**src/rtl/sentence_word_sequencer_pkg.sv**
```systemverilog
// Shared definitions for the sentence word sequencer: sizes, FSM states and
// helpers that pick one word or one length out of a packed ROM sentence.
package sentence_word_sequencer_pkg;

  localparam int unsigned WORD_W  = 32;
  localparam int unsigned N_WORDS = 8;
  localparam int unsigned LEN_W   = 3;
  localparam int unsigned ADDR_W  = 2;
  localparam int unsigned IDX_W   = 3;
  localparam int unsigned SENT_W  = WORD_W * N_WORDS;
  localparam int unsigned LENS_W  = LEN_W * N_WORDS;

  typedef enum logic [1:0] {
    S_IDLE = 2'd0,
    S_LOAD = 2'd1,
    S_SHOW = 2'd2,
    S_DONE = 2'd3
  } state_t;

  // Word k occupies the k-th 32-bit slot counted from the MSB end.
  function automatic logic [WORD_W-1:0] word_at(input logic [SENT_W-1:0] s,
                                                input logic [IDX_W-1:0]  idx);
    word_at = '0;
    for (int unsigned k = 0; k < N_WORDS; k++) begin
      if (idx == IDX_W'(k)) word_at = s[SENT_W-1-WORD_W*k -: WORD_W];
    end
  endfunction

  // Length k occupies the k-th 3-bit slot counted from the MSB end.
  function automatic logic [LEN_W-1:0] len_at(input logic [LENS_W-1:0] l,
                                              input logic [IDX_W-1:0]  idx);
    len_at = '0;
    for (int unsigned k = 0; k < N_WORDS; k++) begin
      if (idx == IDX_W'(k)) len_at = l[LENS_W-1-LEN_W*k -: LEN_W];
    end
  endfunction

endpackage

```
**src/rtl/sentence_word_sequencer_dwell_timer.sv**
```systemverilog
// Dwell timer: counts 0..DWELL_CYCLES-1 while enabled and flags the last
// cycle of each dwell period, wrapping to 0 on its own.
module dwell_timer #(
  parameter int unsigned DWELL_CYCLES = 50_000_000,
  parameter int unsigned CNT_W        = 26
) (
  input  logic clk,
  input  logic rst,
  input  logic clear,
  input  logic enable,
  output logic tc
);

  localparam logic [CNT_W-1:0] LAST = CNT_W'(DWELL_CYCLES - 1);

  logic [CNT_W-1:0] count;

  assign tc = enable && (count == LAST);

  // Count up while enabled; clear or terminal count returns to zero.
  always_ff @(posedge clk) begin
    if (rst || clear) begin
      count <= '0;
    end else if (enable) begin
      count <= (count == LAST) ? '0 : count + CNT_W'(1);
    end
  end

endmodule

```
**src/rtl/sentence_word_sequencer.sv**
```systemverilog
// Steps through one 8-word sentence from the sentence ROM, presenting each
// word and its length for a fixed dwell time, then pulses done.
module sentence_word_sequencer
  import sentence_word_sequencer_pkg::*;
#(
  parameter int unsigned DWELL_CYCLES = 50_000_000,
  parameter int unsigned CNT_W        = 26
) (
  input  logic              clk,
  input  logic              rst,
  input  logic              start,
  input  logic              next_sentence,
  input  logic              abort,
  output logic [ADDR_W-1:0] sentence_addr,
  input  logic [SENT_W-1:0] sentence,
  input  logic [LENS_W-1:0] cursor_positions,
  output logic [WORD_W-1:0] word_out,
  output logic [LEN_W-1:0]  word_len,
  output logic [IDX_W-1:0]  word_idx,
  output logic              word_valid,
  output logic              busy,
  output logic              done
);

  state_t              state;
  logic [SENT_W-1:0]   sentence_q;
  logic [LENS_W-1:0]   lens_q;
  logic                tc;
  logic                timer_clear;
  logic                timer_en;

  assign timer_en    = (state == S_SHOW);
  assign timer_clear = (state != S_SHOW) || abort;

  dwell_timer #(
    .DWELL_CYCLES(DWELL_CYCLES),
    .CNT_W       (CNT_W)
  ) u_dwell (
    .clk   (clk),
    .rst   (rst),
    .clear (timer_clear),
    .enable(timer_en),
    .tc    (tc)
  );

  // Sequencer FSM with registered status outputs; abort outranks every state.
  always_ff @(posedge clk) begin
    if (rst) begin
      state         <= S_IDLE;
      sentence_addr <= '0;
      sentence_q    <= '0;
      lens_q        <= '0;
      word_idx      <= '0;
      word_valid    <= 1'b0;
      busy          <= 1'b0;
      done          <= 1'b0;
    end else if (abort) begin
      state      <= S_IDLE;
      word_idx   <= '0;
      word_valid <= 1'b0;
      busy       <= 1'b0;
      done       <= 1'b0;
    end else begin
      case (state)
        S_IDLE: begin
          done <= 1'b0;
          if (start) begin
            state <= S_LOAD;
            busy  <= 1'b1;
          end else if (next_sentence) begin
            sentence_addr <= sentence_addr + ADDR_W'(1);
          end
        end
        S_LOAD: begin
          sentence_q <= sentence;
          lens_q     <= cursor_positions;
          word_idx   <= '0;
          if (len_at(cursor_positions, '0) == '0) begin
            state <= S_DONE;
            done  <= 1'b1;
          end else begin
            state      <= S_SHOW;
            word_valid <= 1'b1;
          end
        end
        S_SHOW: begin
          if (tc) begin
            if (word_idx == IDX_W'(N_WORDS - 1) ||
                len_at(lens_q, word_idx + IDX_W'(1)) == '0) begin
              state      <= S_DONE;
              word_valid <= 1'b0;
              done       <= 1'b1;
            end else begin
              word_idx <= word_idx + IDX_W'(1);
            end
          end
        end
        S_DONE: begin
          state    <= S_IDLE;
          done     <= 1'b0;
          busy     <= 1'b0;
          word_idx <= '0;
        end
        default: state <= S_IDLE;
      endcase
    end
  end

  // Word and length come from the latched sentence, blanked outside SHOW.
  always_comb begin
    word_out = '0;
    word_len = '0;
    if (word_valid) begin
      word_out = word_at(sentence_q, word_idx);
      word_len = len_at(lens_q, word_idx);
    end
  end

endmodule

```
**config.mk**
```make
export PLATFORM = sky130hd
export DESIGN_NAME = sentence_word_sequencer
export DESIGN_NICKNAME = d
export VERILOG_FILES = /design/src/rtl/sentence_word_sequencer_pkg.sv /design/src/rtl/sentence_word_sequencer_dwell_timer.sv /design/src/rtl/sentence_word_sequencer.sv
export SDC_FILE = /design/constraint.sdc
export NUM_CORES = 1
export LEC_CHECK = 0
export ABC_AREA = 1
export BUFFER_PORTS_ARGS = -buffer_cell sky130_fd_sc_hd__buf_2
export CORE_MARGIN = 2
export CORE_UTILIZATION = 55
export CTS_BUF_LIST = sky130_fd_sc_hd__clkbuf_8 sky130_fd_sc_hd__clkbuf_16
export CTS_CLUSTER_DIAMETER = 80
export DETAILED_ROUTE_END_ITERATION = 12
export GPL_ROUTABILITY_DRIVEN = 0
export GPL_TIMING_DRIVEN = 0
export HOLD_SLACK_MARGIN = 0.08
export PLACE_DENSITY = 0.84
export SLEW_MARGIN = 10
export SYNTH_ARGS = -nofsm -noshare
export SYNTH_HDL_FRONTEND = slang
export SYNTH_SLANG_ARGS = --single-unit
```
**constraint.sdc**
```tcl
create_clock -name clk -period 7.2 [get_ports clk]
set_input_delay 1.44 -clock clk [delete_from_list [all_inputs] [get_ports clk]]
set_output_delay 1.44 -clock clk [all_outputs]
set_load 0.05 [all_outputs]
```
==> results.py, run 1 <==
metrics = {
    "clock_tree": {
        "clock_latency_ps": 510,
        "cts_made_buffers": 35,
        "cts_tree": "yes",
        "postCtsHoldBufs": 0,
        "ctsResizeCount": 0,
        "cts.clk_slew.worst_paths_ps": 60,
        "root_buffer": "clkbuf_16",
        "clk_path_buf_depth": 3,
        "htreeDepth": 2,
        "cts_setup_buffers": 0,
        "clkSinkCount": 316,
    },
    "synth": {
        "yosysTopAreaCellShare_pct": 44.4,
        "yosysMostFrequentCell": "nor2_1",
        "synth_top_cell_by_area": "dfxtp_1",
        "synthTopCellsByArea": "dfxtp_1, nor2_1, o21ai_0, nand3_1, o211ai_1",
        "synth_area_um2": 14200,
        "synthFlopType": "dfxtp_1",
        "ys_ff_latch": 316,
        "synth_edf_count": 0,
        "syn_inst": 2029,
        "synth_fp_nets": 2326,
        "seq_area_frac_synth_pct": 44.4,
        "yosysWarnings": 0,
        "yosys-top-cells-count": "nor2_1, o21ai_0, dfxtp_1",
        "async_flop_share_pct": 0,
        "syn_avg_cell_area_um2": 7.01,
        "synth_cell_types": 39,
    },
    "pwr": {
        "switchingPower_uw": 1130,
        "p_leak_uw": 0.00804,
        "ir_worst_vdd_v": 0.000225,
        "pwr-share-seq_pct": 45.3,
        "sw_frac_of_total_pct": 27.1,
        "power.internal_uw": 3050,
        "power_frac_clock_pct": 41.5,
        "power_density_nw_per_um2": 241,
        "pwr-share-comb_pct": 13.2,
    },
    "final_layout": {
        "layout.nets": 2690,
        "drive_above_1_share_pct": 17.7,
        "fill_cells": 2156,
        "fin_area_um2": 17400,
        "area_delta_synth_final_pct": 22.3,
    },
    "grt": {
        "gr-total-overflow": 0,
        "grt_max_degree": 14,
        "track_usage_pct": 34.8,
        "grt_pass1_wl_mm": 74.0,
        "antenna_found_initial": 7,
        "first_global_vias": 14500,
    },
    "floorplan": {
        "initial_utilization_pct": 56.2,
        "die_x_um": 165,
        "fp.dieH_um": 165,
        "core_area_um2": 25300,
        "fp-row-count": 58,
        "ios": 328,
        "dieArea_um2": 27200,
    },
    "sta": {
        "setup_tns_ps": 0,
        "relSlewSlack_pct": 33.6,
        "fin_crit_ps": 5040,
        "maxSlewViolCount": 0,
        "setup_viol": 0,
        "fin_skew_ps": 14.9,
        "period_share_pct": 70.0,
        "final-hold-violation-count": 0,
        "tightestPinTransition_ps": 996,
        "rsz0062_at_grt": "no",
        "hold_slack_ps": 460,
        "max_freq_mhz": 198,
    },
    "route": {
        "drt-total-wl_mm": 49.1,
        "vias": 15600,
        "routedWlPerCell_um": 17.9,
        "ant_nets": 0,
        "first_pass_iters": 5,
        "via_per_inst": 5.69,
        "drc": 0,
        "drtIter0Drc": 1662,
    },
    "critical_path": {
        "crit_path_end_kind": "output pin",
        "start_kind": "flop",
        "critPathMaxFanout": 10,
        "crit_arrival_ps": 3600,
        "critical_path_class": "reg2out",
        "cp.required_ps": 5760,
    },
    "place": {
        "port_buffers": 327,
        "hpwl_mm": 37.7,
        "post_dp_cell_area_um2": 16300,
    },
    "min_path": {
        "hold_path.class": "reg2reg",
    },
    "status": {
        "status": "complete, no violations",
    },
    "flow_run": {
        "maxCapViolCount": 0,
    },
}
[kinds of logic after synthesis]
group           after synthesis  synth area share (%)
simple gates                938                  27.7
compound gates              522                  20.1
flops                       316                  44.4
buf+inv                     237                  6.52
fa+ha+maj                    12                  1.05
xor+xnor                      4                 0.246
[metrics by stage]
| stage | std cells | power (uW) | setup slack (ps) | util, % |
|---|---|---|---|---|
| global placement | 2686 | 2450 | 2860 | 64.3 |
| detailed placement | 2686 | 2460 | 2850 | 64.3 |
| global route | 2748 | 4320 | 2020 | 68.7 |
| floorplan | 2029 | 2230 | 2720 | - |
| CTS | 2748 | 4170 | 2250 | 68.7 |
| finish | 2749 | 4190 | 2160 | 68.7 |
[registers in the layout, indices dropped and copies added, names as in the netlist]
register	cells
word_valid	1
state	2
u_dwell.count	26
sentence_addr	2
sentence_q	256
word_idx	3
lens_q	24
done	1
busy	1
[layer usage]
metal	GRT usage, %	wire, um	up-vias	part of all wire [%]
li1	-	-	7534	-
met1	43.3	19400	7073	40
met2	59.3	22700	880	46
met3	6.86	4940	141	10
met4	14.3	1990	10	4.0
met5	0	72	-	0.15
[power by group through the flow]
| stage | registers, uW | logic (uW) | clock network [uW] |
|---|---|---|---|
| 3_5_place_dp | 1930 | 535 | 0 |
| 2_1_floorplan | 1920 | 309 | 0 |
| 5_1_grt | 1900 | 604 | 1810 |
| 3_3_place_gp | 1930 | 523 | 0 |
| 4_1_cts | 1890 | 540 | 1740 |
| 6_report | 1900 | 553 | 1740 |
[layout make-up]
class                   count  area (um2)  area share, %
diodes                      1        2.50         0.0144
plain buffers             157         627           3.60
clock buffers              46        1050           6.03
clock inverters            16        72.6          0.417
inverters                  80         302           1.73
multi-input cells        1476        6980           40.1
flip-flops and latches    316        6330           36.3
well taps                 330         413           2.37
repair buffers            327        1640           9.40
[final timing paths]
kind	start	to	slack, ps	cells past startpoint
max	word_idx[0]	word_out[25]	2160	15
min	u_dwell.count[22]	u_dwell.count[22]	460	1
max reg2reg	word_idx[2]	state[0]	4140	19
min reg2reg	u_dwell.count[22]	u_dwell.count[22]	460	1
[cell usage in the layout (no fill, tap or decap), drive strengths merged]
cell    count
o211a       1
buf       348
a21oi      40
o22ai       1
nand3     195
o211ai     71
a31oi      36
ha         12
nor2      579
clkbuf    182
o21a        1
nor3b       2
nand4       8
nand3b      1
nand2     132
diode       1
nor4        3
clkinv      9
nor3       18
o21ai     369
inv        87
a211oi      3
dfxtp     316
xnor2       1
xor2        3
[critical path, stage by stage (launching register included)]
cell and delay (ps):
dfxtp_1 470, inv_1 100, ha_1 200, buf_2 220, inv_1 120, nor2_1 60
inv_2 150, clkbuf_1 440, nand3_1 190, o21ai_0 150, nand2_1 100, o211ai_1 130
nand3_1 150, o211ai_1 190, a31oi_1 160, buf_2 250
Power figures use the tool's default switching activity.
==> run 2: changes to the inputs <==
--- a/config.mk
+++ b/config.mk
@@ -8,14 +8,14 @@
 export ABC_AREA = 1
 export BUFFER_PORTS_ARGS = -buffer_cell sky130_fd_sc_hd__buf_2
 export CORE_MARGIN = 2
-export CORE_UTILIZATION = 55
+export CORE_UTILIZATION = 54
 export CTS_BUF_LIST = sky130_fd_sc_hd__clkbuf_8 sky130_fd_sc_hd__clkbuf_16
 export CTS_CLUSTER_DIAMETER = 80
 export DETAILED_ROUTE_END_ITERATION = 12
 export GPL_ROUTABILITY_DRIVEN = 0
 export GPL_TIMING_DRIVEN = 0
 export HOLD_SLACK_MARGIN = 0.08
-export PLACE_DENSITY = 0.84
+export PLACE_DENSITY = 0.83
 export SLEW_MARGIN = 10
 export SYNTH_ARGS = -nofsm -noshare
 export SYNTH_HDL_FRONTEND = slang
==> constraint.sdc (replaced) <==
create_clock -name clk -period 4.91 [get_ports clk]
set_input_delay 0.982 -clock clk [delete_from_list [all_inputs] [get_ports clk]]
set_output_delay 0.982 -clock clk [all_outputs]
set_load 0.05 [all_outputs]
==> results.py, run 2 (same netlist as run 1, synthesis figures left out) <==
metrics = {
    "floorplan": {
        "core_area_um2": 26000,
        "dieArea_um2": 27700,
        "die_x_um": 166,
        "ios": 328,
        "initial_utilization_pct": 54.8,
        "fp-row-count": 59,
        "fp.dieH_um": 166,
    },
    "flow_run": {
        "maxCapViolCount": 0,
    },
    "sta": {
        "maxSlewViolCount": 0,
        "rsz0062_at_grt": "no",
        "fin_crit_ps": 4570,
        "period_share_pct": 93.0,
        "fin_skew_ps": 9.58,
        "tightestPinTransition_ps": 954,
        "setup_viol": 0,
        "max_freq_mhz": 219,
        "relSlewSlack_pct": 36.4,
        "final-hold-violation-count": 0,
        "setup_tns_ps": 0,
    },
    "grt": {
        "antenna_found_initial": 6,
        "first_global_vias": 14900,
        "gr-total-overflow": 0,
        "grt_pass1_wl_mm": 75.9,
        "track_usage_pct": 34.0,
        "grt_max_degree": 14,
    },
    "clock_tree": {
        "clkSinkCount": 316,
        "cts_setup_buffers": 0,
        "cts_tree": "yes",
        "cts.clk_slew.worst_paths_ps": 60,
        "cts_made_buffers": 35,
        "root_buffer": "clkbuf_16",
        "ctsResizeCount": 0,
        "htreeDepth": 2,
        "clk_path_buf_depth": 3,
        "clock_latency_ps": 510,
        "postCtsHoldBufs": 0,
    },
    "pwr": {
        "power_density_nw_per_um2": 362,
        "sw_frac_of_total_pct": 26.2,
        "power_uw": 6350,
        "power.internal_uw": 4690,
        "p_leak_uw": 0.00807,
        "ir_worst_vdd_v": 0.000324,
        "pwr-share-comb_pct": 12.8,
        "switchingPower_uw": 1660,
        "power_frac_clock_pct": 43.4,
        "pwr-share-seq_pct": 43.8,
    },
    "route": {
        "routedWlPerCell_um": 17.9,
        "vias": 15700,
        "first_pass_iters": 6,
        "drt-total-wl_mm": 49.4,
        "drtIter0Drc": 1582,
        "via_per_inst": 5.71,
        "ant_nets": 0,
        "drc": 0,
    },
    "critical_path": {
        "timing.rr.end": "state[0]",
        "cp.required_ps": 3930,
        "regToRegStartpoint": "word_idx[2]",
        "cpPeakStageDelay_ps": 470,
        "critPathMaxFanout": 10,
        "path_buf_inv": 6,
        "crit_start": "word_idx[0]",
        "r2r_slack_ps": 1860,
        "crit_path_cell_trace": "inv_1, ha_1, buf_2, inv_1, nor2_1, inv_2, clkbuf_1, nand3_1, o21ai_0, nand2_1, o211ai_1, nand3_1, o211ai_1, a31oi_1, buf_2",
        "crit_arrival_ps": 3590,
        "critical_path_class": "reg2out",
        "crit_family": "buffers and inverters",
        "start_kind": "flop",
        "crit_path_end_kind": "output pin",
        "r2r_cells": 17,
        "slowest_stage": "dfxtp_1",
    },
    "final_layout": {
        "fill_cells": 2222,
        "fin_cells": 2757,
        "largest_registers": "sentence_q x256, u_dwell.count x26, lens_q x24",
        "mostFrequentLayoutCells": "nor2_1, o21ai_0, buf_2",
        "drive_above_1_share_pct": 17.8,
        "layout.nets": 2690,
        "largest-register": "sentence_q",
        "final_common_cell": "nor2_1",
        "area_delta_synth_final_pct": 23.1,
        "largest_register_ffs": 256,
        "finish.utilization_pct": 67.4,
    },
    "min_path": {
        "hold_path_end": "u_dwell.count[22]",
        "hold_path_startpoint": "u_dwell.count[22]",
        "whs_path_depth": 1,
        "hold_path.class": "reg2reg",
    },
    "place": {
        "dp_cells": 2691,
        "hpwl_mm": 37.7,
        "port_buffers": 327,
    },
    "status": {
        "status": "complete, no violations",
    },
}
==> run 2: changes by cell type in the layout (fill, tap and decap cells not counted), sizes merged <==
| cell | previous run | this run |
|---|---|---|
| diode | 1 | 6 |
| bufinv | 0 | 4 |
| inv | 87 | 81 |
==> run 2: metrics by stage <==
step | cell area, um2 | hold slack, ps | worst slack, ps
2_1_floorplan | 14200 | 422 | 887
3_3_place_gp | 16300 | 438 | 996
3_5_place_dp | 16300 | 448 | 981
4_1_cts | 17500 | 461 | 420
5_1_grt | 17500 | 492 | 146
6_report | 17500 | 468 | 342
==> run 2: how the worst max path moves through the flow <==
stage	cells past startpoint	endpoint
4_1_cts	11	word_out[5]
2_1_floorplan	12	word_len[0]
3_3_place_gp	11	word_out[5]
3_5_place_dp	11	word_out[5]
5_1_grt	15	word_out[23]
6_report	15	word_out[23]
==> run 2: power by group through the flow <==
stage	combinational, uW	sequential (uW)	clock (uW)
finish	810	2780	2750
floorplan	453	2820	0
CTS	791	2780	2760
detailed placement	783	2830	0
global route	892	2790	2860
global placement	769	2830	0
==> run 2: final cells by class <==
cell class | count | area, um2 | area share, %
diodes | 6 | 15.0 | 0.0857
plain buffers | 157 | 627 | 3.58
clock buffers | 46 | 1050 | 5.99
clock inverters | 14 | 163 | 0.929
inverters | 80 | 302 | 1.72
multi-input cells | 1476 | 6980 | 39.8
flip-flops and latches | 316 | 6330 | 36.1
well taps | 335 | 419 | 2.39
repair buffers | 327 | 1640 | 9.34
==> run 2: metal layers <==
metal / up-vias / GRT usage (%) / share of wire (%)
li1: 7538 / - / -
met2: 916 / 56.6 / 46
met5: - / 0 / 0.057
met1: 7126 / 42.5 / 40
met3: 145 / 6.79 / 9.7
met4: 4 / 15.9 / 4.6
==> run 3: changes to the inputs <==
--- a/config.mk
+++ b/config.mk
@@ -8,14 +8,14 @@
 export ABC_AREA = 1
 export BUFFER_PORTS_ARGS = -buffer_cell sky130_fd_sc_hd__buf_2
 export CORE_MARGIN = 2
-export CORE_UTILIZATION = 54
+export CORE_UTILIZATION = 40
 export CTS_BUF_LIST = sky130_fd_sc_hd__clkbuf_8 sky130_fd_sc_hd__clkbuf_16
 export CTS_CLUSTER_DIAMETER = 80
 export DETAILED_ROUTE_END_ITERATION = 12
 export GPL_ROUTABILITY_DRIVEN = 0
 export GPL_TIMING_DRIVEN = 0
 export HOLD_SLACK_MARGIN = 0.08
-export PLACE_DENSITY = 0.83
+export PLACE_DENSITY = 0.65
 export SLEW_MARGIN = 10
 export SYNTH_ARGS = -nofsm -noshare
 export SYNTH_HDL_FRONTEND = slang
==> results.py, run 3 (same netlist as run 1, synthesis figures left out) <==
metrics = {
    "status": {
        "status": "complete, no violations",
    },
    "critical_path": {
        "critPathMaxFanout": 10,
        "crit_path_end_kind": "output pin",
        "critical_path_class": "reg2out",
        "path_buf_inv": 6,
        "cp.required_ps": 3930,
        "crit_family": "buffers and inverters",
        "r2r_slack_ps": 1890,
        "crit_path_cell_trace": "inv_1, ha_1, buf_2, inv_1, nor2_1, inv_2, clkbuf_1, nand3_1, o21ai_0, nand2_1, o211ai_1, nand3_1, o211ai_1, a31oi_1, buf_2",
        "start_kind": "flop",
        "cpPeakStageDelay_ps": 500,
        "slowest_stage": "clkbuf_1",
        "crit_arrival_ps": 3670,
    },
    "grt": {
        "first_global_vias": 14400,
        "grt_max_degree": 13,
        "track_usage_pct": 27.8,
        "antenna_found_initial": 14,
        "gr-total-overflow": 0,
        "grt_pass1_wl_mm": 79.2,
    },
    "clock_tree": {
        "clkSinkCount": 316,
        "htreeDepth": 2,
        "cts_tree": "yes",
        "clk_path_buf_depth": 3,
        "cts_setup_buffers": 0,
        "cts.clk_slew.worst_paths_ps": 50,
        "postCtsHoldBufs": 0,
        "root_buffer": "clkbuf_16",
        "clock_latency_ps": 520,
        "ctsResizeCount": 0,
        "cts_made_buffers": 38,
    },
    "final_layout": {
        "finish.utilization_pct": 50.1,
        "largest_register_ffs": 256,
        "fin_cells": 2889,
        "final_common_cell": "nor2_1",
        "fill_cells": 3553,
        "area_delta_synth_final_pct": 24.3,
        "mostFrequentLayoutCells": "nor2_1, o21ai_0, buf_2",
        "seqCellArea_um2": 6330,
        "layout.nets": 2693,
        "multi_input_area_um2": 6980,
        "drive_above_1_share_pct": 17.8,
        "largest-register": "sentence_q",
        "largest_registers": "sentence_q x256, u_dwell.count x26, lens_q x24",
    },
    "pwr": {
        "p_leak_uw": 0.00810,
        "sw_frac_of_total_pct": 26.9,
        "switchingPower_uw": 1720,
        "power_density_nw_per_um2": 361,
        "power.internal_uw": 4670,
        "power_frac_clock_pct": 43.6,
        "ir_worst_vdd_v": 0.000255,
        "pwr-share-comb_pct": 12.8,
        "power_uw": 6380,
        "pwr-share-seq_pct": 43.6,
    },
    "floorplan": {
        "initial_utilization_pct": 40.3,
        "fp.dieH_um": 193,
        "fp-row-count": 69,
        "die_x_um": 193,
        "ios": 328,
        "dieArea_um2": 37100,
        "core_area_um2": 35300,
    },
    "sta": {
        "maxSlewViolCount": 0,
        "setup_viol": 0,
        "fin_skew_ps": 7.76,
        "relSlewSlack_pct": 27.0,
        "setup_tns_ps": 0,
        "rsz0062_at_grt": "no",
        "period_share_pct": 94.8,
        "hold_slack_ps": 468,
        "fin_crit_ps": 4660,
        "final-hold-violation-count": 0,
        "max_freq_mhz": 215,
        "tightestPinTransition_ps": 1090,
    },
    "place": {
        "dp_cells": 2817,
        "hpwl_mm": 41.3,
        "port_buffers": 327,
    },
    "route": {
        "drtIter0Drc": 1137,
        "via_per_inst": 5.32,
        "ant_nets": 0,
        "vias": 15400,
        "drc": 0,
        "routedWlPerCell_um": 18.3,
        "first_pass_iters": 5,
        "drt-total-wl_mm": 53.0,
    },
    "min_path": {
        "hold_path.class": "reg2reg",
    },
    "flow_run": {
        "maxCapViolCount": 0,
    },
}
run 3: worst register-to-register path: stages, from the launching register on:
cell,delay [ps]
dfxtp_1,380
clkbuf_2,220
clkinv_1,270
buf_2,290
ha_1,360
buf_6,160
nand2_1,120
inv_1,80
a31oi_1,150
nand2_1,70
nand2_1,60
nand2_1,50
nand3_1,80
nand2_1,50
nand2_1,90
nand3_1,190
nand3_1,160
nand2_1,60
inv_1,60
nor2_1,40
run 3: power groups by stage:
stage,clock network (uW),logic [uW],registers [uW]
final,2780,819,2780
after global routing,2920,906,2790
after CTS,2800,811,2780
after detailed placement,0,806,2830
after global placement,0,794,2830
after floorplan,0,453,2820
run 3: worst paths after layout:
kind / from / to / cells past startpoint
worst max register to register: word_idx[2] / state[0] / 19
worst min register to register: u_dwell.count[0] / u_dwell.count[0] / 1
worst min-delay path: u_dwell.count[0] / u_dwell.count[0] / 1
worst max-delay path: word_idx[0] / word_out[21] / 15
run 3: routing by layer:
layer	part of all wire, %	GRT usage, %	wire (um)	vias up
li1	-	-	-	7544
met1	42	36.0	22300	6999
met2	46	46.2	24200	699
met3	9.2	5.78	4850	116
met4	2.8	8.93	1480	18
met5	0.23	0	122	-
run 3: cell type report:
class | instances | area share (%)
Multi-Input combinational cell | 1476 | 39.4
Sequential cell | 316 | 35.8
Timing Repair Buffer | 327 | 9.25
Clock buffer | 45 | 5.98
Buffer | 157 | 3.54
Tap cell | 461 | 3.26
Inverter | 80 | 1.70
Clock inverter | 22 | 0.990
Antenna cell | 5 | 0.0707
run 3: per-stage QoR:
step                worst slack (ps)  area [um2]
CTS                              346       17700
detailed placement               887       16400
global placement                 908       16400
global route                    25.4       17700
floorplan                        887       14200
finish                           255       17700
